<file path="config.mk">
export PLATFORM = sky130hd
export DESIGN_NAME = clip_array_flat
export DESIGN_NICKNAME = d
export VERILOG_FILES = /design/src/rtl/clip_array_if.sv /design/src/rtl/clip_array.sv /design/src/flat_wrapper.sv
export SDC_FILE = /design/constraint.sdc
export NUM_CORES = 2
export LEC_CHECK = 0
export ABC_AREA = 1
export BUFFER_PORTS_ARGS = -buffer_cell sky130_fd_sc_hd__buf_2
export CAP_MARGIN = 20
export CORE_ASPECT_RATIO = 1.25
export CORE_UTILIZATION = 35
export CTS_CLUSTER_DIAMETER = 40
export CTS_CLUSTER_SIZE = 10
export DETAILED_ROUTE_END_ITERATION = 16
export PLACE_DENSITY = 0.58
export RECOVER_POWER = 100
export SKIP_CTS_REPAIR_TIMING = 1
export SYNTH_ARGS = -nofsm -noshare
export SYNTH_HDL_FRONTEND = slang
export SYNTH_SLANG_ARGS = --single-unit
</file>
<file path="constraint.sdc">
create_clock -name clock -period 8.15 [get_ports clock]
set_input_delay 1.63 -clock clock [delete_from_list [all_inputs] [get_ports clock]]
set_output_delay 1.63 -clock clock [all_outputs]
set_load 0.01 [all_outputs]
</file>
<file path="src/rtl/clip_array_if.sv">
// clip_array_if: handshake and data bundle of the clip_array saturation stage.
//   in_valid/in_ready/in_data/shift : upstream beat (filter results + shift amount)
//   out_valid/out_ready/out_data    : downstream beat (clipped unsigned pixels)
// master = surrounding datapath / bench, slave = clip_array.
interface clip_array_if #(
  parameter int CHANNELS  = 27,
  parameter int IN_WIDTH  = 11,
  parameter int OUT_WIDTH = 8
);
  logic                            in_valid;
  logic                            in_ready;
  logic [2:0]                      shift;
  logic [CHANNELS*IN_WIDTH-1:0]    in_data;
  logic                            out_valid;
  logic                            out_ready;
  logic [CHANNELS*OUT_WIDTH-1:0]   out_data;

  modport master (
    output in_valid, shift, in_data, out_ready,
    input  in_ready, out_valid, out_data
  );

  modport slave (
    input  in_valid, shift, in_data, out_ready,
    output in_ready, out_valid, out_data
  );
endinterface

</file>
<file path="src/rtl/clip_array.sv">
// clip_array: two-stage pipelined round/shift + unsigned clip for CHANNELS lanes.
//   clock      : rising-edge clock
//   reset_n    : asynchronous active-low reset
//   enable     : global clock enable, 0 freezes everything except sat_clear
//   bus        : clip_array_if slave (in/out valid-ready streams, shift)
//   sat_clear  : synchronous clear of sat_count
//   sat_count  : number of clipped lanes since last clear, sticky at max
module clip_array #(
  parameter int CHANNELS  = 27,
  parameter int IN_WIDTH  = 11,
  parameter int OUT_WIDTH = 8,
  parameter int SHIFT_MAX = 5,
  parameter int CNT_WIDTH = 16
) (
  input  logic                 clock,
  input  logic                 reset_n,
  input  logic                 enable,
  clip_array_if.slave          bus,
  input  logic                 sat_clear,
  output logic [CNT_WIDTH-1:0] sat_count
);

  // One extra bit so the rounding add can never overflow.
  localparam int YW    = IN_WIDTH + 1;
  localparam int PC_W  = $clog2(CHANNELS + 1);
  localparam int SUM_W = ((CNT_WIDTH > PC_W) ? CNT_WIDTH : PC_W) + 1;

  logic                                s1_valid;
  logic [CHANNELS-1:0][YW-1:0]         s1_y;
  logic                                s2_valid;
  logic [CHANNELS-1:0][OUT_WIDTH-1:0]  s2_data;

  logic                                s1_load;
  logic                                s1_adv;
  logic                                s2_adv;

  logic [2:0]                          shift_eff;
  logic [YW-1:0]                       rnd;
  logic [CHANNELS-1:0][YW-1:0]         y_next;
  logic [CHANNELS-1:0][OUT_WIDTH-1:0]  clip_data;
  logic [CHANNELS-1:0]                 sat_flag;
  logic [PC_W-1:0]                     pop;
  logic [SUM_W-1:0]                    sum;
  logic [CNT_WIDTH-1:0]                sat_next;

  // Handshake: s2 drains on out_ready; s1 may move into s2 whenever s2 is
  // empty or draining, which is what keeps the pipe at one beat per cycle.
  assign s2_adv        = enable & s2_valid & bus.out_ready;
  assign s1_adv        = enable & s1_valid & (~s2_valid | bus.out_ready);
  assign bus.in_ready  = enable & (~s1_valid | ~s2_valid | bus.out_ready);
  assign s1_load       = bus.in_valid & bus.in_ready;
  assign bus.out_valid = s2_valid;
  assign bus.out_data  = s2_data;

  // Stage 1: clamp shift, round half up, arithmetic shift.
  always_comb begin
    shift_eff = (bus.shift > 3'(SHIFT_MAX)) ? 3'(SHIFT_MAX) : bus.shift;
    // 2^(s-1) for s > 0, zero for s = 0
    rnd       = (YW'(1) << shift_eff) >> 1;
    for (int k = 0; k < CHANNELS; k++) begin
      y_next[k] = YW'(($signed({bus.in_data[k*IN_WIDTH + IN_WIDTH-1],
                                bus.in_data[k*IN_WIDTH +: IN_WIDTH]})
                      + $signed(rnd)) >>> shift_eff);
    end
  end

  // Stage 2: clip to [0, 2^OUT_WIDTH-1] and flag lanes where a bound applied.
  always_comb begin
    for (int k = 0; k < CHANNELS; k++) begin
      if (s1_y[k][YW-1]) begin
        clip_data[k] = '0;
        sat_flag[k]  = 1'b1;
      end else if (s1_y[k][YW-2:OUT_WIDTH] != '0) begin
        clip_data[k] = '1;
        sat_flag[k]  = 1'b1;
      end else begin
        clip_data[k] = s1_y[k][OUT_WIDTH-1:0];
        sat_flag[k]  = 1'b0;
      end
    end
  end

  // Saturation counter: a coincident clear restarts from this beat's count.
  always_comb begin
    pop = '0;
    for (int k = 0; k < CHANNELS; k++) begin
      pop = pop + PC_W'(sat_flag[k]);
    end
    sum      = (sat_clear ? '0 : SUM_W'(sat_count)) + SUM_W'(pop);
    sat_next = (sum > SUM_W'({CNT_WIDTH{1'b1}})) ? {CNT_WIDTH{1'b1}}
                                                 : sum[CNT_WIDTH-1:0];
  end

  always_ff @(posedge clock or negedge reset_n) begin
    if (!reset_n) begin
      s1_valid  <= 1'b0;
      s1_y      <= '0;
      s2_valid  <= 1'b0;
      s2_data   <= '0;
      sat_count <= '0;
    end else begin
      if (s1_load) begin
        s1_valid <= 1'b1;
        s1_y     <= y_next;
      end else if (s1_adv) begin
        s1_valid <= 1'b0;
      end

      if (s1_adv) begin
        s2_valid <= 1'b1;
        s2_data  <= clip_data;
      end else if (s2_adv) begin
        s2_valid <= 1'b0;
      end

      // sat_clear acts even while enable is low
      if (s1_adv) begin
        sat_count <= sat_next;
      end else if (sat_clear) begin
        sat_count <= '0;
      end
    end
  end

endmodule

</file>
<file path="src/flat_wrapper.sv">
// flat-port wrapper written by rule: the top's interface ports become plain ports
module clip_array_flat 
#(
  parameter int CHANNELS  = 27,
  parameter int IN_WIDTH  = 11,
  parameter int OUT_WIDTH = 8,
  parameter int SHIFT_MAX = 5,
  parameter int CNT_WIDTH = 16
)
  (clock, reset_n, enable, sat_clear, sat_count, bus_in_valid, bus_shift, bus_in_data, bus_out_ready, bus_in_ready, bus_out_valid, bus_out_data);
  clip_array_if #(.CHANNELS(CHANNELS), .IN_WIDTH(IN_WIDTH), .OUT_WIDTH(OUT_WIDTH)) bus_i ();
  input  logic clock;
  input  logic reset_n;
  input  logic enable;
  input  logic sat_clear;
  output logic [CNT_WIDTH-1:0] sat_count;
  input wire logic [$bits(bus_i.in_valid)-1:0] bus_in_valid;
  input wire logic [$bits(bus_i.shift)-1:0] bus_shift;
  input wire logic [$bits(bus_i.in_data)-1:0] bus_in_data;
  input wire logic [$bits(bus_i.out_ready)-1:0] bus_out_ready;
  output wire logic [$bits(bus_i.in_ready)-1:0] bus_in_ready;
  output wire logic [$bits(bus_i.out_valid)-1:0] bus_out_valid;
  output wire logic [$bits(bus_i.out_data)-1:0] bus_out_data;
  assign bus_i.in_valid = bus_in_valid;
  assign bus_i.shift = bus_shift;
  assign bus_i.in_data = bus_in_data;
  assign bus_i.out_ready = bus_out_ready;
  assign bus_in_ready = bus_i.in_ready;
  assign bus_out_valid = bus_i.out_valid;
  assign bus_out_data = bus_i.out_data;
  clip_array #(.CHANNELS(CHANNELS), .IN_WIDTH(IN_WIDTH), .OUT_WIDTH(OUT_WIDTH), .SHIFT_MAX(SHIFT_MAX), .CNT_WIDTH(CNT_WIDTH)) u_core (.clock(clock), .reset_n(reset_n), .enable(enable), .bus(bus_i), .sat_clear(sat_clear), .sat_count(sat_count));
endmodule
</file>
==> metrics.txt <==
# TYPE chip_impl_metric gauge
chip_impl_info{name="crit_path_cell_trace",value="buf_4, nor2_1, clkinvlp_2, nor2_1, ha_1, or2_2, nand3_1, nand2_1, nand2_1, nand3_1, nand2_1, nor2_1, nor2_1, nor2_1"} 1
chip_impl_metric{name="timing.final.max_slew_violations",unit=""} 387
chip_impl_metric{name="cts-root-to-sink-buffers",unit=""} 3
chip_impl_info{name="cts_tree",value="built"} 1
chip_impl_metric{name="worstPathRequired",unit="ps"} 8700
chip_impl_metric{name="finalSetupTns",unit="ps"} 0
chip_impl_metric{name="critPathArrivalTime",unit="ps"} 8300
chip_impl_metric{name="layout.nets",unit=""} 7618
chip_impl_metric{name="first_global_vias",unit=""} 42190
chip_impl_metric{name="number_of_standard_cell_rows_in_the_floorplan",unit=""} 144
chip_impl_metric{name="final_layout_size_suffix_gt1_frac",unit=""} 0.08971
chip_impl_info{name="top_post_synthesis_cells_by_area",value="sky130_fd_sc_hd__dfrtp_1, sky130_fd_sc_hd__nand2_1, sky130_fd_sc_hd__nand3_1, sky130_fd_sc_hd__inv_1, sky130_fd_sc_hd__ha_1"} 1
chip_impl_metric{name="finish.cell_count_without_fillers",unit=""} 8767
chip_impl_info{name="path_delay_family",value="simple AND/OR/NAND/NOR gates"} 1
chip_impl_metric{name="gpl.final_weighted_congestion",unit=""} 0.9509
chip_impl_metric{name="worst_setup_hold_path_clk_slew",unit="ps"} 50
chip_impl_metric{name="portbufs",unit=""} 539
chip_impl_info{name="min_to",value="u_core.bus.out_data[18]"} 1
chip_impl_metric{name="total_cts_buffers",unit=""} 96
chip_impl_metric{name="grt_overflow_total",unit=""} 0
chip_impl_metric{name="cp_slowest_stage_delay",unit="ps"} 2580
chip_impl_info{name="r2r_start",value="u_core.s1_y[248]"} 1
chip_impl_info{name="hp-start",value="u_core.bus.out_data[18]"} 1
chip_impl_metric{name="min_period",unit="ps"} 7751
chip_impl_metric{name="ir_worst_vdd",unit="mV"} 0.2528
chip_impl_info{name="unrepaired_setup_endpoints_after_global_routing",value="no"} 1
chip_impl_metric{name="synthArstFlopShare",unit=""} 1.000
chip_impl_metric{name="initial_utilization",unit=""} 0.3528
chip_impl_metric{name="grt_start_max_net_pins",unit=""} 191
chip_impl_info{name="synthMostInstantiatedCell",value="sky130_fd_sc_hd__nand2_1"} 1
chip_impl_metric{name="drt.antenna.violating_nets",unit=""} 0
chip_impl_metric{name="drt-pass1-iter-count",unit=""} 6
chip_impl_metric{name="max_clock_freq",unit="GHz"} 0.1290
chip_impl_info{name="synth_common_cells",value="sky130_fd_sc_hd__nand2_1, sky130_fd_sc_hd__nand3_1, sky130_fd_sc_hd__inv_1, sky130_fd_sc_hd__nor2_1, sky130_fd_sc_hd__dfrtp_1"} 1
chip_impl_info{name="r2r-end",value="u_core.sat_count[3]"} 1
chip_impl_metric{name="fin_skew",unit="ps"} 30.80
chip_impl_metric{name="synthDistinctLibCells",unit=""} 45
chip_impl_metric{name="ctsHtreeMaxLevel",unit=""} 3
chip_impl_info{name="ys_dominant_reg_cell",value="sky130_fd_sc_hd__dfrtp_1"} 1
chip_impl_metric{name="power_density",unit="nW/um^2"} 264.5
chip_impl_metric{name="rr_worst_depth",unit=""} 22
chip_impl_metric{name="crit_fanout",unit=""} 28
chip_impl_metric{name="netlist.area_leader.share",unit=""} 0.3212
chip_impl_metric{name="detailedRoute.firstIterationViolations",unit=""} 4781
chip_impl_info{name="worstSetupPathType",value="input pin to register"} 1
chip_impl_info{name="timing.critical_path.from_type",value="input pin"} 1
chip_impl_metric{name="hpwlAfterDp",unit="um"} 137800
chip_impl_metric{name="finalHoldViolCount",unit=""} 0
chip_impl_metric{name="area_growth_from_synthesis_to_final_layout",unit="%"} 16.66
chip_impl_metric{name="post_drt_wl_per_cell",unit="um"} 20.80
chip_impl_metric{name="postSynthRegisterBits",unit=""} 558
chip_impl_metric{name="die_width",unit="um"} 317.2
chip_impl_info{name="critical-path-top-cell-by-count",value="sky130_fd_sc_hd__nor2_1"} 1
chip_impl_metric{name="route.vias.total",unit=""} 46110
chip_impl_metric{name="post-route-cell-area",unit="um^2"} 50720
chip_impl_metric{name="avgViaCountPerCell",unit=""} 5.260
chip_impl_metric{name="worstHoldPathCells",unit=""} 2
chip_impl_metric{name="netlist_area_before_placement",unit="um^2"} 43480
chip_impl_metric{name="setup.reg_to_reg.worst_slack",unit="ps"} 930
chip_impl_metric{name="clock_latency",unit="ps"} 710
chip_impl_metric{name="floorplan.die_area",unit="um^2"} 125600
chip_impl_metric{name="timing.slew.headroom",unit=""} -2.582
chip_impl_metric{name="die_y",unit="um"} 396.1
chip_impl_info{name="netlist.top_cell.by_area",value="sky130_fd_sc_hd__dfrtp_1"} 1
chip_impl_metric{name="max-cap-violations",unit=""} 6
chip_impl_metric{name="synth-edff-count",unit=""} 0
chip_impl_info{name="crit_path_top_delay_cell",value="sky130_fd_sc_hd__nor2_1"} 1
chip_impl_metric{name="routed_wl",unit="um"} 182400
chip_impl_metric{name="yosys_warnings",unit=""} 0
chip_impl_metric{name="totalPowerFinal",unit="uW"} 13420
chip_impl_metric{name="syn_area_per_cell",unit="um^2"} 6.602
chip_impl_metric{name="grt_first_pass_wirelength",unit="um"} 268400
chip_impl_metric{name="grt_antenna_before_repair",unit=""} 67
chip_impl_metric{name="grt.total_usage",unit=""} 0.2846
chip_impl_metric{name="fin_crit_sh",unit=""} 0.9510
chip_impl_metric{name="netlist_instances",unit=""} 6586
chip_impl_metric{name="worst_slew_pin_slew",unit="ps"} 5372
chip_impl_metric{name="setup_viol",unit=""} 0
chip_impl_info{name="run_status",value="finished, violations left"} 1
chip_impl_metric{name="drt_drc_violations_left",unit=""} 0
chip_impl_info{name="timing.hold.worst.class",value="register to register"} 1
chip_impl_metric{name="fill_cells",unit=""} 13320
chip_impl_metric{name="boundaryPins",unit=""} 540
chip_impl_metric{name="critical_path_buf_inv_count",unit=""} 2
chip_impl_info{name="clk_root_buffer_cell",value="sky130_fd_sc_hd__clkbuf_16"} 1
chip_impl_info{name="failed_checks",value="capacitance limit, slew limit"} 1
chip_impl_metric{name="synth-seq-area-share",unit=""} 0.3212
chip_impl_metric{name="holdWs",unit="ps"} 476.9
chip_impl_metric{name="core_region_area",unit="um^2"} 123200
chip_impl_metric{name="cts.sink_count",unit=""} 558
chip_impl_info{name="timing.critical_path.to_type",value="register"} 1
chip_impl_metric{name="cell_count_post_placement",unit=""} 8569
chip_impl_metric{name="placed_area",unit="um^2"} 47770
chip_impl_metric{name="leakage",unit="uW"} 0.02637
routing by layer:
| metal | global-route usage | wire length [um] | share of wire | vias to the layer above |
|---|---|---|---|---|
| li1 | - | - | - | 22430 |
| met1 | 0.4237 | 85730 | 0.47 | 21560 |
| met2 | 0.3978 | 73780 | 0.40 | 1807 |
| met3 | 0.06564 | 17190 | 0.094 | 289 |
| met4 | 0.09450 | 5476 | 0.030 | 36 |
| met5 | 0 | 206 | 0.0011 | - |
metrics by stage:
step	util	setup WS, ps
final	0.4116	399.2
after global placement	0.3876	1003
after global routing	0.4114	349.6
after CTS	0.4140	980.9
after detailed placement	0.3876	1001
after floorplan	-	1783
report_power, final:
| part | switching, uW | internal (uW) |
|---|---|---|
| registers | 703 | 3720 |
| clock network | 1590 | 2530 |
| logic | 3180 | 1690 |
| total | 5480 | 7940 |
tightest hold or removal path: cells and delay by family (launching register included):
| family | cells | cell delay (ps) |
|---|---|---|
| simple gates | 1 | 50 |
| compound gates | 1 | 50 |
| flops | 1 | 340 |
registers in the layout (all words and copies together) (netlist names):
name / cells
u_core.sat_count: 16
u_core.s1_y: 324
u_core.s1_valid: 1
u_core.bus.out_data: 216
u_core.bus.out_valid: 1
layout make-up:
type	count	area, um^2	area share
Multi-Input combinational cell	5089	25830	0.5092
Tap cell	1606	2009	0.03962
Clock inverter	57	689.4	0.01359
Clock buffer	114	2560	0.05047
Antenna cell	27	67.56	0.001332
Sequential cell	558	13960	0.2753
Inverter	731	2763	0.05446
Timing Repair Buffer	585	2843	0.05604
worst max-delay path by stage:
stage / start / to / slack, ps / cells after the start
5_1_grt: bus_shift[2] / u_core.s1_y[163] / 350 / 17
3_3_place_gp: u_core.s1_y[226] / u_core.sat_count[11] / 1000 / 22
2_1_floorplan: u_core.s1_y[9] / u_core.sat_count[12] / 1780 / 23
4_1_cts: u_core.s1_y[226] / u_core.sat_count[12] / 980 / 22
6_report: bus_shift[2] / u_core.s1_y[39] / 400 / 14
3_5_place_dp: u_core.s1_y[226] / u_core.sat_count[0] / 1000 / 22
cell families after synthesis:
group                    Yosys count  share of synthesized area
AND/OR/NAND/NOR                 4012                     0.3976
other                              1                 0.00008625
XOR/XNOR                          56                    0.01128
flip-flops                       558                     0.3212
buffers and inverters            992                    0.09004
AO/OA/AOI/OAI                    716                    0.09954
adder cells (fa/ha/maj)          251                    0.08035
placed cells by master (no fill, tap or decap), types with 74 or more instances in the layout:
master | Yosys | final
sky130_fd_sc_hd__buf_2 | 132 | 303
sky130_fd_sc_hd__o21ai_0 | 279 | 314
sky130_fd_sc_hd__nor2_1 | 571 | 570
sky130_fd_sc_hd__inv_1 | 726 | 725
sky130_fd_sc_hd__clkbuf_16 | 0 | 96
sky130_fd_sc_hd__nand3_1 | 1155 | 1155
sky130_fd_sc_hd__ha_1 | 204 | 204
sky130_fd_sc_hd__dfrtp_1 | 558 | 558
sky130_fd_sc_hd__or2_2 | 128 | 115
sky130_fd_sc_hd__nand3b_1 | 74 | 74
sky130_fd_sc_hd__a21oi_1 | 136 | 135
sky130_fd_sc_hd__nand2_1 | 2006 | 2005
sky130_fd_sc_hd__clkbuf_1 | 100 | 245
Power figures use the tool's default switching activity.
